## config.mk

```make
export PLATFORM = sky130hd
export DESIGN_NAME = sr_latch_driver
export DESIGN_NICKNAME = d
export VERILOG_FILES = /design/src/rtl/sr_latch_driver.sv
export SDC_FILE = /design/constraint.sdc
export NUM_CORES = 1
export LEC_CHECK = 0
export ABC_AREA = 1
export CORE_MARGIN = 4
export CORE_UTILIZATION = 45
export DETAILED_ROUTE_END_ITERATION = 12
export PLACE_DENSITY = 0.67
export SETUP_SLACK_MARGIN = 0.2
export SKIP_CTS_REPAIR_TIMING = 1
export SYNTH_ARGS = -nofsm -noshare
export SYNTH_HDL_FRONTEND = slang
export SYNTH_SLANG_ARGS = --single-unit
```

## constraint.sdc

```tcl
create_clock -name clk -period 2.2 [get_ports clk]
set_input_delay 0.33 -clock clk [delete_from_list [all_inputs] [get_ports clk]]
set_output_delay 0.33 -clock clk [all_outputs]
set_load 0.02 [all_outputs]
```

## src/rtl/sr_latch_driver.sv

```systemverilog
// Pulse driver for an external SR latch: dead time, a single-sided pulse, settle time,
// then a readback check against the commanded state, with a saturating error counter.
module sr_latch_driver #(
    parameter int PULSE_W  = 4,
    parameter int DEAD_W   = 2,
    parameter int SETTLE_W = 2
) (
    input  logic       clk,
    input  logic       rst,
    input  logic       cmd_valid,
    input  logic       cmd_val,
    output logic       cmd_ready,
    output logic       s,
    output logic       r,
    input  logic       q_fb,
    input  logic       qbar_fb,
    output logic       done,
    output logic       err,
    output logic [7:0] err_cnt
);

    typedef enum logic [2:0] {
        IDLE,
        DEAD,
        PULSE,
        SETTLE,
        CHECK
    } state_t;

    localparam logic [7:0] DEAD_LAST   = 8'(DEAD_W - 1);
    localparam logic [7:0] PULSE_LAST  = 8'(PULSE_W - 1);
    localparam logic [7:0] SETTLE_LAST = 8'(SETTLE_W - 1);

    state_t     state;
    state_t     state_next;
    logic [7:0] cnt;
    logic [7:0] cnt_next;
    logic       target;

    always_ff @(posedge clk) begin
        if (rst) begin
            state   <= IDLE;
            cnt     <= 8'd0;
            target  <= 1'b0;
            err_cnt <= 8'd0;
        end else begin
            state <= state_next;
            cnt   <= cnt_next;
            if (state == IDLE && cmd_valid) begin
                target <= cmd_val;
            end
            if (err && err_cnt != 8'hFF) begin
                err_cnt <= err_cnt + 8'd1;
            end
        end
    end

    // cnt counts cycles spent in the current timed phase and restarts on every phase change.
    always_comb begin
        state_next = state;
        cnt_next   = cnt + 8'd1;
        case (state)
            IDLE: begin
                cnt_next = 8'd0;
                if (cmd_valid) begin
                    state_next = DEAD;
                end
            end
            DEAD: begin
                if (cnt == DEAD_LAST) begin
                    state_next = PULSE;
                    cnt_next   = 8'd0;
                end
            end
            PULSE: begin
                if (cnt == PULSE_LAST) begin
                    state_next = SETTLE;
                    cnt_next   = 8'd0;
                end
            end
            SETTLE: begin
                if (cnt == SETTLE_LAST) begin
                    state_next = CHECK;
                    cnt_next   = 8'd0;
                end
            end
            CHECK: begin
                state_next = IDLE;
                cnt_next   = 8'd0;
            end
            default: begin
                state_next = IDLE;
                cnt_next   = 8'd0;
            end
        endcase
    end

    // s and r come only from the PULSE state and one register, so they can never both be high.
    assign s         = (state == PULSE) && target;
    assign r         = (state == PULSE) && !target;
    assign cmd_ready = (state == IDLE) && !rst;
    assign done      = (state == CHECK);
    assign err       = done && ((q_fb != target) || (qbar_fb == target));

endmodule

```

==> metrics.txt <==
hold slack 0.482 ns; WS Path Type flop to output port; flop2flop setup slack roughly 0.61 ns; Multi-input gate area 617 um^2; endpoints failing setup 0; port bufs 18; I/O pin count 19; crit path launch type flop; Hold Vio Cnt, Final 0; Worst path slowest cell clkdlybuf4s50_1; fin crit period 1.72 ns; Die Y 58.2 um; worst-case reg-to-reg path depth 7; gr ovfl total 0; P_leak 0.685 nW; hold path endpoint cnt[0]; Syn Std Cell Area 1130 um^2; max_slew headroom 81.0%; commonest non-fill, non-tap cell in the layout nand2_1; Avg Inst Size Synth between 6 and 7 um^2; yosys warns 0; Clock Sink Count 20; via density per instance 4.85; Max Cap Viol 0; layout overhead on the synthesized area 22.4%; Detail Route Antenna Nets 0; core footprint 2300 um^2; worst slew pin tran between 0.2 and 0.3 ns; initial DRC count 31; final net count a little over 200; period utilisation layout 78.4%; Reg area 400 um^2; clk root buf clkbuf_4; run status complete, no violations; slowest stage delay, CP 0.64 ns; Pwr Density 674 nW/um^2; placed cells 216; share of post-route cells with drive strength above 1 8.33%; FMAX 0.580 GHz; largest net degree at the start of global routing 12; post-synthesis cell count roughly 170; Req. time, crit path 1.87 ns; H-tree levels 1; first-pass GRT wire length 3970 um; hold crit path type flop to flop; Clock Skew 0.00849 ns; # rows 17; Peak supply drop 482 uV; first-pass detailed-route iteration total 4; critical path endpoint category output port; FILL cells 227; vias ~1100; drt wl/cell about 10 um; GPL Wtd Cong between 0.8 and 0.9; antenna cell count 0; synthesized net count 177; Clock transition at path regs roughly 0.12 ns; Initial Util 49.3%; r2r endpoint err_cnt[1]; Longest Clk Path Bufs 2; Final Instance Count excl. Fillers 220; register area share after synthesis approximately 35%; Hold Startpoint cnt[0]; DRC 0; WP data arrival about 1.4 ns; vias in the first global route 947; global-route usage over all layers 14.6%; Yosys cell types 21; RSZ-0062 raised after global routing false; r2r startpoint err_cnt[0]; Buf/Inv on CP 1; initial antenna violation count 0; critical-path cell list clkdlybuf4s50_1; most frequent cells in the layout nand2_1, nor2_1, inv_1; Die Footprint 3380 um^2; hold-critical path depth 1; CTS tree built; final WL about 2300 um; Die X-Extent 58.2 um; fin util approximately three fifths; Yosys reg bits 20; CTS Buf Count 3; CP top delay family buffers and inverters; Max FO, Critical Path 6; Setup TNS 0 ns; Final Max Slew Viols 0; post-detail-place hpwl 1770 um; clk_lat worst skew 0.30 ns
layout make-up:
class,instances,share of cell area [%]
flip-flops and latches,20,28.9
clock buffers,4,2.62
inverters,22,5.96
multi-input cells,125,44.5
well taps,28,2.53
repair buffers,21,15.5
routing by layer:
metal | GRT usage [%] | wire length [um] | vias to the layer above
li1 | - | - | 577
met1 | 18.8 | 1120 | 465
met2 | 23.7 | 1010 | 20
met3 | 4.68 | 145 | 4
met4 | 3.31 | 25 | 0
met5 | 0 | 0 | -
cells by family (layout without fill, tap and decap cells):
family / after synthesis / count (layout) / share of synthesized area, %
and+or+nand+nor: 103 / 103 / 40.3
xor gates and xnor gates: 5 / 5 / 3.87
buffers and inverters: 23 / 47 / 10.2
DFF: 20 / 20 / 35.4
AOI/OAI and AO/OA: 14 / 14 / 6.96
adders and majority gates: 3 / 3 / 3.32
per-stage QoR:
step	setup WS, ns	total power, W	instance area [um^2]
after floorplan	0.738	0.000649	1130
after global placement	0.138	0.000726	1340
after detailed placement	0.106	0.000730	1340
after CTS	0.0904	0.000951	1370
after global routing	0.357	0.00101	1390
final	0.476	0.000935	1390
power by group:
part | internal, W | switching (W)
registers | 0.000393 | 0.0000400
logic | 0.000105 | 0.000181
clock network | 0.000101 | 0.000114
total | 0.000599 | 0.000335
synth_stat cells:
master     number  area share [%]
a21oi_2         1            0.77
nand3_1        16             7.1
nor2_2          1            0.55
nand3b_1        2             1.3
nand4_1         2             1.1
bufbuf_16       1             2.9
inv_1          21             7.0
a21oi_1         7             3.1
nor2_4          2             2.0
o21ai_0         4             1.8
xor2_1          5             3.9
nor3_1          1            0.44
inv_2           1            0.33
nor2_1         29             9.6
ha_1            3             3.3
dfxtp_1        20              35
nand2_2         2             1.1
nand2_4         1            0.99
nand2_1        46              15
o211ai_1        2             1.3
nor3_2          1            0.88
sequential cells by signal, indices dropped and copies added, names as in the netlist:
signal	cells
cnt	8
err_cnt	8
state	3
target	1
worst max-delay path by stage:
stage	startpoint	cells after the start	end
floorplan	rst	4	cmd_ready
global placement	q_fb	6	err
detailed placement	q_fb	6	err
CTS	q_fb	6	err
global route	err_cnt[0]	7	err_cnt[7]
finish	err_cnt[4]	1	err_cnt[4]
Power figures use the tool's default switching activity.
